--- src/rtl/reset_sequencer.sv ---
// Power-on reset sequencer: waits for clock lock, holds every domain in reset,
// then releases the domains one at a time in ascending order, each gated by its ack.
module reset_sequencer #(
  parameter int N_STAGES    = 3,
  parameter int HOLD_CYCLES = 10,
  parameter int GAP_CYCLES  = 4,
  parameter int ACK_TIMEOUT = 255
) (
  input  logic                pclk,
  input  logic                rst,
  input  logic                locked,
  input  logic [N_STAGES-1:0] stage_ready,
  output logic [N_STAGES-1:0] stage_rst,
  output logic                all_ready,
  output logic                fault,
  output logic [1:0]          fault_stage
);

  localparam int MAX_HG = (HOLD_CYCLES > GAP_CYCLES) ? HOLD_CYCLES : GAP_CYCLES;
  localparam int MAX_CNT = (MAX_HG > ACK_TIMEOUT) ? MAX_HG : ACK_TIMEOUT;
  localparam int CW = $clog2(MAX_CNT + 1);

  localparam logic [CW-1:0] HOLD_LAST = CW'(HOLD_CYCLES - 1);
  localparam logic [CW-1:0] GAP_LAST  = CW'(GAP_CYCLES - 1);
  localparam logic [CW-1:0] TMO_LAST  = CW'(ACK_TIMEOUT);
  localparam logic [1:0]    LAST_IDX  = 2'(N_STAGES - 1);

  typedef enum logic [2:0] {
    IDLE,
    HOLD,
    WAIT_ACK,
    GAP,
    RUN,
    FAULT
  } state_t;

  state_t          state_reg;
  logic [1:0]      stage_idx_reg;
  logic [CW-1:0]   cnt_reg;
  logic            locked_meta_reg;
  logic            locked_s;
  logic [3:0]      ready_ext;
  logic            lock_lost;

  // Widen the ack vector to the full 2-bit index range so the stage index
  // can select it directly for any N_STAGES.
  for (genvar gi = 0; gi < 4; gi++) begin : g_ready
    if (gi < N_STAGES) begin : g_used
      assign ready_ext[gi] = stage_ready[gi];
    end else begin : g_unused
      assign ready_ext[gi] = 1'b0;
    end
  end

  assign lock_lost = !locked_s &&
                     (state_reg inside {HOLD, WAIT_ACK, GAP, RUN});

  // Stages 0..idx released, everything above still held in reset.
  function automatic logic [N_STAGES-1:0] release_pattern(input logic [1:0] idx);
    logic [N_STAGES-1:0] pat;
    for (int b = 0; b < N_STAGES; b++) begin
      pat[b] = (b > int'(idx));
    end
    return pat;
  endfunction

  always_ff @(posedge pclk) begin
    if (rst) begin
      locked_meta_reg <= 1'b0;
      locked_s        <= 1'b0;
      state_reg       <= IDLE;
      stage_idx_reg   <= 2'd0;
      cnt_reg         <= '0;
      stage_rst       <= '1;
      all_ready       <= 1'b0;
      fault           <= 1'b0;
      fault_stage     <= 2'd0;
    end else begin
      locked_meta_reg <= locked;
      locked_s        <= locked_meta_reg;

      if (lock_lost) begin
        state_reg     <= IDLE;
        stage_idx_reg <= 2'd0;
        cnt_reg       <= '0;
        stage_rst     <= '1;
        all_ready     <= 1'b0;
      end else begin
        case (state_reg)
          IDLE: begin
            if (locked_s) begin
              state_reg <= HOLD;
              cnt_reg   <= '0;
            end
          end

          HOLD: begin
            if (cnt_reg == HOLD_LAST) begin
              state_reg <= WAIT_ACK;
              cnt_reg   <= '0;
              stage_rst <= release_pattern(2'd0);
            end else begin
              cnt_reg <= cnt_reg + CW'(1);
            end
          end

          WAIT_ACK: begin
            // An ack arriving on the timeout cycle still counts as success.
            if (ready_ext[stage_idx_reg]) begin
              cnt_reg <= '0;
              if (stage_idx_reg == LAST_IDX) begin
                state_reg <= RUN;
                stage_rst <= '0;
                all_ready <= 1'b1;
              end else begin
                state_reg <= GAP;
              end
            end else if (cnt_reg == TMO_LAST) begin
              state_reg   <= FAULT;
              stage_rst   <= '1;
              fault       <= 1'b1;
              fault_stage <= stage_idx_reg;
            end else begin
              cnt_reg <= cnt_reg + CW'(1);
            end
          end

          GAP: begin
            if (cnt_reg == GAP_LAST) begin
              state_reg     <= WAIT_ACK;
              stage_idx_reg <= stage_idx_reg + 2'd1;
              cnt_reg       <= '0;
              stage_rst     <= release_pattern(stage_idx_reg + 2'd1);
            end else begin
              cnt_reg <= cnt_reg + CW'(1);
            end
          end

          RUN: begin
            all_ready <= 1'b1;
          end

          FAULT: begin
            stage_rst <= '1;
          end

          default: begin
            state_reg <= IDLE;
            stage_rst <= '1;
            all_ready <= 1'b0;
          end
        endcase
      end
    end
  end

endmodule

--- config.mk ---
export PLATFORM = sky130hd
export DESIGN_NAME = reset_sequencer
export DESIGN_NICKNAME = d
export VERILOG_FILES = /design/src/rtl/reset_sequencer.sv
export SDC_FILE = /design/constraint.sdc
export NUM_CORES = 1
export LEC_CHECK = 0
export BUFFER_PORTS_ARGS = -buffer_cell sky130_fd_sc_hd__buf_2
export CORE_ASPECT_RATIO = 1.25
export CORE_UTILIZATION = 40
export CTS_CLUSTER_DIAMETER = 200
export DETAILED_ROUTE_END_ITERATION = 8
export GPL_TIMING_DRIVEN = 0
export SLEW_MARGIN = 30
export SYNTH_ARGS = -nofsm -noshare
export SYNTH_HDL_FRONTEND = slang
export SYNTH_SLANG_ARGS = --single-unit
--- constraint.sdc ---
create_clock -name pclk -period 5 [get_ports pclk]
set_input_delay 0.75 -clock pclk [delete_from_list [all_inputs] [get_ports pclk]]
set_output_delay 0.75 -clock pclk [all_outputs]
set_load 0.03 [all_outputs]
==> reports/qor.log <==
INFO  routing        route.detailed.vias_per_inst=5.59
INFO  power_and_ir_drop power_total=410uW
INFO  global_route   vias_in_the_first_global_route=1047
INFO  setup_path     worstReg2RegStart=cnt_reg[0]
INFO  power_and_ir_drop leakage=0.000517uW
INFO  setup_path     critPathRequiredTime=5.24ns
INFO  clock_tree     cts_setup_buffers=0
INFO  clock_tree     cts_made_buffers=3
INFO  run_status     outcome=completed
INFO  flow_run       max_cap_violations=0
INFO  timing         post-route-min-period=1.95ns
INFO  setup_path     timing.critical_path.fanout_max=10
INFO  clock_tree     cts.sinks=22
INFO  logic_synthesis synthesis.area_per_instance=8.21um2
INFO  logic_synthesis synth_sequential_area_ratio=35.3%
INFO  setup_path     reg2reg_to=cnt_reg[6]
INFO  floorplanning  chipWidth=52.0um
INFO  clock_tree     clk_transition_reported_paths=0.12ns
INFO  setup_path     crit_path_class=flip-flop to flip-flop
INFO  routing        detail_route.iter0.violations=26
INFO  global_route   grt_use_total=17.2%
INFO  final_layout   final_net_count=178
INFO  logic_synthesis flip_flop_and_latch_count_after_synthesis=22
INFO  clock_tree     cts.hold.buffers_added=0
INFO  final_layout   antenna_cells=0
INFO  timing         fin_setup_tns=0ns
INFO  logic_synthesis total_number_of_yosys_warnings=0
INFO  setup_path     crit_path_end_kind=flip-flop
INFO  timing         worstMarginPinSlew=0.617ns
INFO  clock_tree     clockRootBuffer=clkbuf_4
INFO  logic_synthesis synth_async_sr_flop_share=0%
INFO  timing         worst_clock_skew=0.00519ns
INFO  timing         setup_viol_count_final=0
INFO  power_and_ir_drop power.density=296nW/um2
INFO  placed_design  place.detailed.hpwl=1990um
INFO  clock_tree     clk_latency=0.30ns
INFO  setup_path     critical_path.startpoint_type=flip-flop
INFO  routing        first_pass_iters=4
INFO  timing         maxSlewViolCount=0
INFO  setup_path     worstPathArrival=2.19ns
INFO  final_layout   area_grow_syn2layout=10.9%
INFO  timing         min_period_over_period=39.1%
INFO  routing        drt.antenna.violating_nets=0
INFO  setup_path     worstSetupStartpoint=cnt_reg[0]
INFO  routing        routed_wirelength=2660um
INFO  final_layout   fraction_of_final_layout_cells_with_drive_strength_greater_than_1=17.4%
INFO  logic_synthesis syn_nets=162
INFO  floorplanning  floorplan.die_area=3350um2
INFO  floorplanning  boundaryPins=13
INFO  final_layout   layout_commonest_cell=dfxtp_1
INFO  logic_synthesis ys_dominant_reg_cell=dfxtp_1
INFO  final_layout   max_reg_flops=8
INFO  min_path       worstHoldPathCells=2
INFO  setup_path     reg2reg_slack=3.05ns
INFO  routing        route.detailed.drc=0
INFO  placed_design  gp_routability_congestion=0.850
INFO  final_layout   layout_common_cells=dfxtp_1 (22), nor2_1 (15), a21oi_1 (14)
INFO  clock_tree     tritoncts_clock_tree=built
INFO  setup_path     reg2regPathDepth=6
INFO  floorplanning  design.core.area=2950um2
INFO  final_layout   layoutNonFillerInstCount=203
INFO  setup_path     endpoint=cnt_reg[6]
INFO  placed_design  dpl.cell_count=199
INFO  global_route   grt_overflow=0
INFO  power_and_ir_drop peakVddDrop=0.152mV
INFO  min_path       hold_path_class=flip-flop to flip-flop
INFO  timing         final-hold-violation-count=0
INFO  floorplanning  floorplan.initialDensity=42.4%
INFO  clock_tree     ctsHtreeMaxLevel=1
INFO  logic_synthesis syn_inst=152
INFO  floorplanning  die_height=64.4um
INFO  timing         slew_headroom=58.4%
INFO  logic_synthesis synth_cell_area=1250um2
INFO  timing         grt_setup_unrepaired=no
INFO  timing         fmax=0.512GHz
INFO  routing        wire_per_inst=13.1um
INFO  clock_tree     post_cts_resize_count=0
INFO  floorplanning  core.rowCount=22
INFO  placed_design  placement.io_buffers=11
INFO  logic_synthesis post_synth_num_cell_types=42
INFO  global_route   antenna_found_initial=0
INFO  global_route   grt_start_max_net_pins=13
INFO  global_route   wire_length_of_the_first_global_routing_pass=4380um
INFO  clock_tree     clock_tree.buffer_depth=2
INFO  logic_synthesis count_of_flip_flops_with_a_built_in_enable_after_synthesis=0
INFO  routing        detailroute.via_count=1135
[per-stage QoR]
stage | area (um2) | hold WS (ns) | setup slack [ns] | util (%)
finish | 1380 | 0.450 | 3.05 | 47.0
global route | 1380 | 0.478 | 2.94 | 47.0
CTS | 1380 | 0.456 | 3.04 | 47.0
detailed placement | 1350 | 0.435 | 2.81 | 45.8
global placement | 1350 | 0.431 | 2.83 | 45.8
floorplan | 1250 | 0.414 | 3.07 | -
[critical path: stages (launching register included)]
cell,delay (ns)
dfxtp_1,0.38
ha_1,0.26
and3_1,0.22
and4_1,0.20
o22a_4,0.27
or4_1,0.47
o21ai_1,0.09
[cell families (layout without fill, tap and decap cells)]
kind of cell	count (synthesis)	in the layout	synth area share (%)
compound gates	39	39	19.9
xor+xnor	1	1	0.702
fa+ha+maj	4	4	4.01
buf+inv	15	30	6.22
flops	22	22	35.3
mux	6	6	4.81
simple gates	65	65	29.1
[where the power goes]
part           internal, uW  switching (uW)  total [uW]  leakage, uW
Clock                  44.4            53.3        97.7    0.0000210
Sequential              182            5.79         188     0.000178
Combinational          46.2            77.5         124     0.000318
Total                   273             137         410     0.000517
[cell usage after synthesis (2+ instances only)]
master / count / share of area, %
o211ai_1: 2 / 1.2
clkbuf_1: 3 / 0.90
or2_1: 2 / 1.0
dfxtp_1: 22 / 35
or4_1: 5 / 3.0
nand3_1: 8 / 3.2
nand3b_1: 3 / 1.8
buf_2: 2 / 0.80
inv_1: 7 / 2.1
nor3_1: 4 / 1.6
buf_6: 2 / 1.8
o21ai_1: 8 / 3.2
nor2_1: 15 / 4.5
a21oi_1: 14 / 5.6
and3_1: 2 / 1.0
mux2i_1: 6 / 4.8
nor2b_1: 2 / 1.0
nand2_1: 12 / 3.6
ha_1: 4 / 4.0
nand4_1: 2 / 1.0
o21ai_0: 6 / 2.4
[area by class of cell]
cell class                 instances  area, um2
inverter                           7       26.3
sequential                        22        440
buffer                             8       51.3
tap                               36       45.0
multi-input combinational        115        729
clock buffer                       4       36.3
fill                             289       1560
timing repair buffer              11       55.1
[worst min path at each step]
stage	startpoint	endpoint	slack, ns
2_1_floorplan	locked_meta_reg	locked_s	0.41
3_3_place_gp	fault	fault	0.43
3_5_place_dp	locked_meta_reg	locked_s	0.43
4_1_cts	fault	fault	0.46
5_1_grt	locked_meta_reg	locked_s	0.48
6_report	fault	fault	0.45
[routing by layer]
metal  global-route usage (%)  up-vias  wire (um)
met4                     6.76        0         26
met5                        0        -          0
met3                     2.35        4         95
met2                     30.0       24       1300
met1                     20.5      533       1240
li1                         -      574          -
No activity file was read; power rests on OpenSTA's default activity.
